## src/rtl/vga_scanout.sv

```systemverilog
// VGA 640x480@60 timing generator and 2x2-upscaling reader for a 320x240 RGB444 frame buffer.
// Define SCAN_DBUF_EN to add a bank bit on fb_addr and a frame-boundary swap handshake.
module vga_scanout #(
  parameter int H_VIS  = 640,
  parameter int H_FP   = 16,
  parameter int H_SYNC = 96,
  parameter int H_BP   = 48,
  parameter int V_VIS  = 480,
  parameter int V_FP   = 10,
  parameter int V_SYNC = 2,
  parameter int V_BP   = 33,
  parameter int IMG_W  = 320,
  parameter int IMG_H  = 240,
  parameter int ADDR_W = 17
) (
  input  logic              clk,
  input  logic              rst_n,
`ifdef SCAN_DBUF_EN
  output logic [ADDR_W:0]   fb_addr,
  input  logic              swap_req,
  output logic              swap_ack,
`else
  output logic [ADDR_W-1:0] fb_addr,
`endif
  output logic              fb_rd,
  input  logic [11:0]       fb_data,
  output logic [3:0]        vga_r,
  output logic [3:0]        vga_g,
  output logic [3:0]        vga_b,
  output logic              vga_hs,
  output logic              vga_vs,
  output logic              vga_de,
  output logic              frame_start
);

  localparam int H_TOT = H_VIS + H_FP + H_SYNC + H_BP;
  localparam int V_TOT = V_VIS + V_FP + V_SYNC + V_BP;
  localparam int HW    = $clog2(H_TOT);
  localparam int VW    = $clog2(V_TOT);
  localparam int CW    = $clog2(IMG_W);
  localparam int RW    = $clog2(IMG_H);

  localparam logic [HW-1:0] H_LAST  = HW'(H_TOT - 1);
  localparam logic [HW-1:0] H_VIS_C = HW'(H_VIS);
  localparam logic [HW-1:0] HS_BEG  = HW'(H_VIS + H_FP);
  localparam logic [HW-1:0] HS_END  = HW'(H_VIS + H_FP + H_SYNC);
  localparam logic [VW-1:0] V_LAST  = VW'(V_TOT - 1);
  localparam logic [VW-1:0] V_VIS_C = VW'(V_VIS);
  localparam logic [VW-1:0] VS_BEG  = VW'(V_VIS + V_FP);
  localparam logic [VW-1:0] VS_END  = VW'(V_VIS + V_FP + V_SYNC);

  logic [HW-1:0] h_cnt;
  logic [VW-1:0] v_cnt;
  logic          h_last;
  logic          v_last;
  logic          visible;
  logic          hs_act;
  logic          vs_act;
  logic          first_pix;

  logic vld_p1, hs_p1, vs_p1, fs_p1;
  logic vld_p2, hs_p2, vs_p2, fs_p2;

  // Row-major address; the 320-wide case reduces to two shifts and an add.
  function automatic logic [ADDR_W-1:0] pix_addr(input logic [RW-1:0] row,
                                                 input logic [CW-1:0] col);
    logic [ADDR_W-1:0] r;
    logic [ADDR_W-1:0] c;
    r = ADDR_W'(row);
    c = ADDR_W'(col);
    if (IMG_W == 320) pix_addr = (r << 8) + (r << 6) + c;
    else              pix_addr = (r * ADDR_W'(IMG_W)) + c;
  endfunction

  assign h_last    = (h_cnt == H_LAST);
  assign v_last    = (v_cnt == V_LAST);
  assign visible   = (h_cnt < H_VIS_C) && (v_cnt < V_VIS_C);
  assign hs_act    = (h_cnt >= HS_BEG) && (h_cnt < HS_END);
  assign vs_act    = (v_cnt >= VS_BEG) && (v_cnt < VS_END);
  assign first_pix = (h_cnt == '0) && (v_cnt == '0);

  always_ff @(posedge clk) begin
    if (!rst_n) begin
      h_cnt <= '0;
      v_cnt <= '0;
    end else if (h_last) begin
      h_cnt <= '0;
      v_cnt <= v_last ? '0 : v_cnt + 1'b1;
    end else begin
      h_cnt <= h_cnt + 1'b1;
    end
  end

`ifdef SCAN_DBUF_EN
  logic bank;
  logic frame_last;

  assign frame_last = h_last && v_last;

  // The bank flips on the last clock of a frame so the next frame reads one bank throughout.
  always_ff @(posedge clk) begin
    if (!rst_n) begin
      bank     <= 1'b0;
      swap_ack <= 1'b0;
    end else begin
      swap_ack <= frame_last && swap_req;
      if (frame_last && swap_req) bank <= ~bank;
    end
  end
`endif

  // Stage 1: frame-buffer request, address held through blanking
  always_ff @(posedge clk) begin
    if (!rst_n) begin
      fb_addr <= '0;
      vld_p1  <= 1'b0;
      hs_p1   <= 1'b0;
      vs_p1   <= 1'b0;
      fs_p1   <= 1'b0;
    end else begin
      vld_p1 <= visible;
      hs_p1  <= hs_act;
      vs_p1  <= vs_act;
      fs_p1  <= first_pix;
      if (visible) begin
`ifdef SCAN_DBUF_EN
        fb_addr <= {bank, pix_addr(v_cnt[RW:1], h_cnt[CW:1])};
`else
        fb_addr <= pix_addr(v_cnt[RW:1], h_cnt[CW:1]);
`endif
      end
    end
  end

  assign fb_rd = vld_p1;

  // Stage 2: RAM read in flight
  always_ff @(posedge clk) begin
    if (!rst_n) begin
      vld_p2 <= 1'b0;
      hs_p2  <= 1'b0;
      vs_p2  <= 1'b0;
      fs_p2  <= 1'b0;
    end else begin
      vld_p2 <= vld_p1;
      hs_p2  <= hs_p1;
      vs_p2  <= vs_p1;
      fs_p2  <= fs_p1;
    end
  end

  // Stage 3: output registers, colour forced black outside the visible area
  always_ff @(posedge clk) begin
    if (!rst_n) begin
      vga_r       <= 4'h0;
      vga_g       <= 4'h0;
      vga_b       <= 4'h0;
      vga_de      <= 1'b0;
      vga_hs      <= 1'b1;
      vga_vs      <= 1'b1;
      frame_start <= 1'b0;
    end else begin
      vga_r       <= vld_p2 ? fb_data[11:8] : 4'h0;
      vga_g       <= vld_p2 ? fb_data[7:4]  : 4'h0;
      vga_b       <= vld_p2 ? fb_data[3:0]  : 4'h0;
      vga_de      <= vld_p2;
      vga_hs      <= ~hs_p2;
      vga_vs      <= ~vs_p2;
      frame_start <= fs_p2;
    end
  end

endmodule

```

## config.mk

```make
export PLATFORM = sky130hd
export DESIGN_NAME = vga_scanout
export DESIGN_NICKNAME = d
export VERILOG_FILES = /design/src/rtl/vga_scanout.sv
export SDC_FILE = /design/constraint.sdc
export NUM_CORES = 1
export LEC_CHECK = 0
export ABC_AREA = 0
export BUFFER_PORTS_ARGS = -buffer_cell sky130_fd_sc_hd__buf_2
export CORE_AREA = 2 2 88 90
export CTS_CLUSTER_DIAMETER = 100
export CTS_CLUSTER_SIZE = 12
export DETAILED_ROUTE_END_ITERATION = 10
export DIE_AREA = 0 0 90 92
export GPL_TIMING_DRIVEN = 0
export HOLD_SLACK_MARGIN = 0.03
export MAX_ROUTING_LAYER = met4
export SETUP_SLACK_MARGIN = 0.15
export SLEW_MARGIN = 10
export SYNTH_ARGS = -nofsm -noshare
export SYNTH_HDL_FRONTEND = slang
export SYNTH_SLANG_ARGS = --single-unit
```

## constraint.sdc

```tcl
create_clock -name clk -period 2.7 [get_ports clk]
set_input_delay 0.27 -clock clk [delete_from_list [all_inputs] [get_ports clk]]
set_output_delay 0.27 -clock clk [all_outputs]
set_load 0.05 [all_outputs]
```

==> impl_metrics.yaml, run 1 <==
route:
  routed_wl_um: 6560
  vias: 2432
  viasPerCell: 5.07
  first_iter_violations: 126
  ant_nets: 0
  drtPass1Iterations: 5
  post_drt_wl_per_cell_um: 13.7
  drc_errors: 0
timing:
  tns_ns: 0
  finalSetupViolCount: 0
  hold_ws_ns: 0.166
  rsz0062_at_grt: "false"
  fin_crit_ns: 2.34
  hold_viol: 0
  fin_crit_sh: 0.866
  maxSlewHeadroom: 0.651
  maxSlewViolCount: 0
  fmax_mhz: 428
  worst_clock_skew_ns: 0.00476
  tightestPinTransition_ns: 0.524
pwr:
  total_power_mw: 1.92
  power.density_mw_per_mm2: 560
  leakage_nw: 1.51
  max-vdd-ir-drop_uv: 209
critical_path:
  path_cells: "inv_1 -> fa_1 -> inv_1 -> ha_1 -> a211oi_2 -> o21ai_1 -> a211o_1 -> o211ai_1"
  critPathMaxFanout: 6
  slowest_delay_ns: 0.60
  critPathArrivalTime_ns: 2.60
  end_kind: "register"
  worstPathRequired_ns: 2.97
  cpMaxStageDelayCell: "fa_1"
  crit_path_frequent_cell: "inv_1"
  critPathLaunchType: "register"
  r2r-end: "fb_addr[12]"
  rrSetupSlack_ns: 0.36
  worstSetupPathType: "register to register"
  critPathTopFamily: "adder cells"
  reg2reg_depth: 8
  cp.buffers_inverters: 2
  rr_startpoint: "h_cnt[9]"
floorplanning:
  ios: 48
  coreArea_mm2: 0.00745
  die_w_um: 90
  die_h_um: 92
  num_rows: 32
  start_util: 0.381
  die-area_mm2: 0.00828
synth:
  synth_cells: 315
  synth.top_cell.area_share: 0.431
  syn_area_mm2: 0.00284
  synthTopCellsByCount: "dfxtp_1 (61), nand2_1 (34), nand3_1 (20)"
  synth_seq_cells: 61
  synth_top_cells_by_area: "dfxtp_1 (43%), ha_1 (8.4%), nand2_1 (4.5%)"
  yosysMostFrequentCell: "dfxtp_1"
  synth_top_flop_cell: "dfxtp_1"
  yosys.area.top_type: "dfxtp_1"
  synth-edff-count: 0
  synth_cell_types: 41
  async_flop_share: 0
  avgSynthCellArea_um2: 9.00
  yosysWarnings: 0
  synth_fp_nets: 350
  synth-seq-area-share: 0.431
placement:
  port_buffers: 47
  gp_congestion: 0.804
  post-dp-hpwl_um: 4710
  postPlaceCellArea_mm2: 0.00320
finish:
  drive_above_1_share: 0.193
  fillers: 761
  n_antenna_cell: 0
  fin_area_mm2: 0.00343
  nets: 408
  areaGrowthSynthToFinish_pct: 21.0
  fin_util: 0.461
cts:
  clk_latency_ns: 0.34
  cts_tree: "built"
  cts.sinks: 61
  clockBufferDepth: 2
  cts_hold_buf: 0
  cts_buffers: 9
  htreeDepth: 3
  clockRootBuffer: "clkbuf_8"
  clk_pin_slew_ns: 0.07
worst_hold_path:
  hold_path_end: "vga_r[1]"
  hold_path_class: "primary input to register"
  holdCritStartpoint: "fb_data[9]"
  whs_path_depth: 2
global_routing:
  antenna_found_initial: 0
  grt_start_max_net_pins: 13
  grt_pass1_wl_um: 10800
  grt-ovfl-total: 0
  grtUsageTotal: 0.168
  grt_pass1_vias: 2306
flow_run:
  maxCapViolCount: 0
outcome:
  status: "finished clean"
-- final cells by class --
cell class	instances	area [µm²]	share of cell area
plain buffers	16	68.8	0.0201
clock buffers	9	124	0.0361
clock inverters	7	98.8	0.0288
inverters	13	48.8	0.0142
multi-input cells	225	1500	0.438
flip-flops and latches	61	1220	0.357
well taps	102	128	0.0372
repair buffers	47	235	0.0686
-- cells by family (layout without fill, tap and decap cells) --
group           Yosys count  in the layout  share of synthesized area
simple gates            137            137                      0.259
compound gates           55             55                      0.134
flops                    61             61                      0.431
xor+xnor                 12             12                     0.0371
fa+ha+maj                21             21                     0.0980
buf+inv                  29             92                     0.0415
-- cell usage in the layout (no fill, tap or decap), types with 8 or more instances in the layout --
master	netlist	layout
nor2_1	16	16
a21boi_0	13	13
o21ai_0	9	8
buf_2	1	48
and3_1	18	18
inv_1	13	13
clkbuf_8	0	9
nand2_1	34	34
a21oi_1	9	9
clkbuf_1	13	13
xnor2_1	9	9
dfxtp_1	61	58
and2_1	12	12
nand3_1	20	20
ha_1	19	19
-- worst max path at each step --
stage | from | to | cells past startpoint
6_report | h_cnt[9] | fb_addr[12] | 8
5_1_grt | v_cnt[1] | fb_addr[16] | 8
2_1_floorplan | h_cnt[9] | fb_addr[12] | 8
3_3_place_gp | v_cnt[1] | fb_addr[12] | 8
3_5_place_dp | v_cnt[1] | fb_addr[12] | 8
4_1_cts | v_cnt[1] | fb_addr[12] | 8
-- power by group --
| group | internal, mW | switching (mW) | leakage (nW) | total (mW) |
|---|---|---|---|---|
| combinational | 0.0311 | 0.0644 | 0.906 | 0.0955 |
| sequential | 0.915 | 0.00733 | 0.496 | 0.922 |
| clock | 0.524 | 0.380 | 0.110 | 0.904 |
| total | 1.47 | 0.452 | 1.51 | 1.92 |
-- flip-flops by register name (all words and copies together), names as in the netlist, 4 cells and up --
signal and count:
fb_addr 17, vga_b 4, vga_r 4, v_cnt 10, h_cnt 10, vga_g 4
-- stage by stage --
step	setup slack, ns	std cells
3_5_place_dp	0.111	464
3_3_place_gp	0.117	464
5_1_grt	0.207	480
2_1_floorplan	0.426	315
4_1_cts	0.182	480
6_report	0.362	480
-- metal layers --
layer / vias to the layer above / GRT usage / part of all wire
li1: 1231 / - / -
met1: 1118 / 0.203 / 0.47
met2: 69 / 0.264 / 0.46
met4: 0 / 0.0872 / 0.021
met3: 14 / 0.0386 / 0.044
met5: - / - / 0
-- repair_timing --
item | 4_1_cts | 5_1_grt
setup buffers | 0 | 0
pin swaps | 0 | 0
cloned | 0 | 0
endpoints found under the setup margin | 2 | 3
resized for setup | 1 | 4
(Power assumes the default switching activity.)
==> inputs of run 2 (changes only) <==
--- a/config.mk
+++ b/config.mk
@@ -7,11 +7,12 @@
 export LEC_CHECK = 0
 export ABC_AREA = 0
 export BUFFER_PORTS_ARGS = -buffer_cell sky130_fd_sc_hd__buf_2
-export CORE_AREA = 2 2 88 90
+export CORE_AREA = 2 2 63 125
+export CTS_BUF_LIST = sky130_fd_sc_hd__clkbuf_16
 export CTS_CLUSTER_DIAMETER = 100
 export CTS_CLUSTER_SIZE = 12
 export DETAILED_ROUTE_END_ITERATION = 10
-export DIE_AREA = 0 0 90 92
+export DIE_AREA = 0 0 65 127
 export GPL_TIMING_DRIVEN = 0
 export HOLD_SLACK_MARGIN = 0.03
 export MAX_ROUTING_LAYER = met4
==> constraint.sdc (replaced) <==
create_clock -name clk -period 2.4 [get_ports clk]
set_input_delay 0.24 -clock clk [delete_from_list [all_inputs] [get_ports clk]]
set_output_delay 0.24 -clock clk [all_outputs]
set_load 0.05 [all_outputs]
==> impl_metrics.yaml, run 2 (same netlist as run 1, synthesis figures left out) <==
timing:
  hold_viol: 0
  hold_ws_ns: 0.146
  maxSlewViolCount: 0
  maxSlewHeadroom: 0.641
  rsz0062_at_grt: "true"
  fin_crit_sh: 0.883
  worst_clock_skew_ns: 0.00457
  finalSetupViolCount: 0
  fin_crit_ns: 2.12
  tightestPinTransition_ns: 0.534
  fmax_mhz: 472
finish:
  final_cell_mix: "dfxtp_1 (55), buf_2 (48), nand2_1 (34)"
  n_antenna_cell: 0
  areaGrowthSynthToFinish_pct: 27.3
  drive_above_1_share: 0.238
  layoutNonFillerInstCount: 475
  final_common_cell: "dfxtp_1"
  top_regs: "fb_addr x17, h_cnt x10, v_cnt x10"
  fillers: 697
  largest_register: "fb_addr"
  multi_input_area_mm2: 0.00154
  largest_reg_flops: 17
  nets: 413
  regArea_mm2: 0.00124
critical_path:
  worstSetupPathType: "register to register"
  critPathMaxFanout: 9
  critPathLaunchType: "register"
  critPathArrivalTime_ns: 2.38
  worstPathRequired_ns: 2.66
  end_kind: "register"
floorplanning:
  die_w_um: 65
  die-area_mm2: 0.00826
  ios: 48
  coreArea_mm2: 0.00721
  start_util: 0.393
  num_rows: 44
  die_h_um: 127
route:
  first_iter_violations: 80
  ant_nets: 0
  routed_wl_um: 6690
  viasPerCell: 5.10
  post_drt_wl_per_cell_um: 14.1
  drtPass1Iterations: 4
  vias: 2424
  drc_errors: 0
cts:
  cts_hold_buf: 0
  clockRootBuffer: "clkbuf_16"
  clk_latency_ns: 0.33
  htreeDepth: 3
  cts_tree: "built"
  cts.sinks: 61
  cts_buffers: 9
  clockBufferDepth: 2
  clk_pin_slew_ns: 0.05
flow_run:
  maxCapViolCount: 0
worst_hold_path:
  hold_path_class: "primary input to register"
placement:
  dp_cells: 454
  post-dp-hpwl_um: 5090
  port_buffers: 47
  gp_congestion: 0.821
global_routing:
  antenna_found_initial: 0
  grt_pass1_vias: 2323
  grtUsageTotal: 0.184
  grt_pass1_wl_um: 11200
  grt_start_max_net_pins: 13
  grt-ovfl-total: 0
pwr:
  power.density_mw_per_mm2: 701
  max-vdd-ir-drop_uv: 391
  leakage_nw: 1.59
outcome:
  status: "finished clean"
## run 2: changes by cell type in the layout (fill, tap and decap cells not counted), sizes merged
| cell | before | now |
|---|---|---|
| buf | 50 | 55 |
| clkinvlp | 1 | 2 |
| clkinv | 3 | 1 |
| inv | 14 | 15 |
## run 2: final timing paths
check        depth (start not counted)        from  slack [ns]          end
max reg2reg                          8    v_cnt[2]        0.28  fb_addr[11]
min                                  2  fb_data[5]        0.15     vga_g[1]
min reg2reg                          1       vs_p2        0.36       vga_vs
max                                  8    v_cnt[2]        0.28  fb_addr[11]
## run 2: per-stage QoR
| step | setup slack, ns | TNS [ns] | power, mW | util | cell area, µm² |
|---|---|---|---|---|---|
| 2_1_floorplan | 0.204 | 0 | 1.13 | - | 2840 |
| 3_3_place_gp | -0.0880 | -0.170 | 1.17 | 0.442 | 3190 |
| 3_5_place_dp | -0.103 | -0.227 | 1.17 | 0.442 | 3190 |
| 4_1_cts | 0.138 | 0 | 2.56 | 0.494 | 3560 |
| 5_1_grt | 0.124 | 0 | 2.62 | 0.500 | 3610 |
| 6_report | 0.281 | 0 | 2.53 | 0.500 | 3610 |
## run 2: what timing repair did
action / 4_1_cts / 5_1_grt
setup buffers: 0 / 5
pin swaps: 2 / 7
setup endpoints to repair: 15 / 30
gates cloned: 0 / 0
gates resized for setup: 13 / 13
## run 2: routing by layer
metal | track usage | wire length [µm] | vias up | share of wire
met4 | 0.0901 | 159 | 0 | 0.024
met5 | - | 0 | - | 0
li1 | - | - | 1241 | -
met2 | 0.334 | 3760 | 59 | 0.56
met1 | 0.174 | 2470 | 1111 | 0.37
met3 | 0.0475 | 303 | 13 | 0.045
## run 2: where the power goes
group	internal (mW)	leakage (nW)	switching, mW
clock	0.912	0.152	0.474
sequential	1.03	0.498	0.00795
combinational	0.0353	0.944	0.0730
total	1.97	1.59	0.555
## run 2: area by class of cell
class | instances | area share
clock buffers | 9 | 0.0624
multi-input cells | 225 | 0.427
clock inverters | 7 | 0.0270
repair buffers | 52 | 0.0756
well taps | 92 | 0.0319
inverters | 13 | 0.0135
plain buffers | 16 | 0.0201
flip-flops and latches | 61 | 0.343
## run 2: worst max-delay path: stages, from the launching register on
cell and delay, ns:
dfxtp_2 0.42, ha_1 0.27, ha_1 0.25, inv_1 0.09
fa_2 0.23, nor2b_2 0.06, o31a_1 0.29, a211o_1 0.29
a21boi_0 0.15
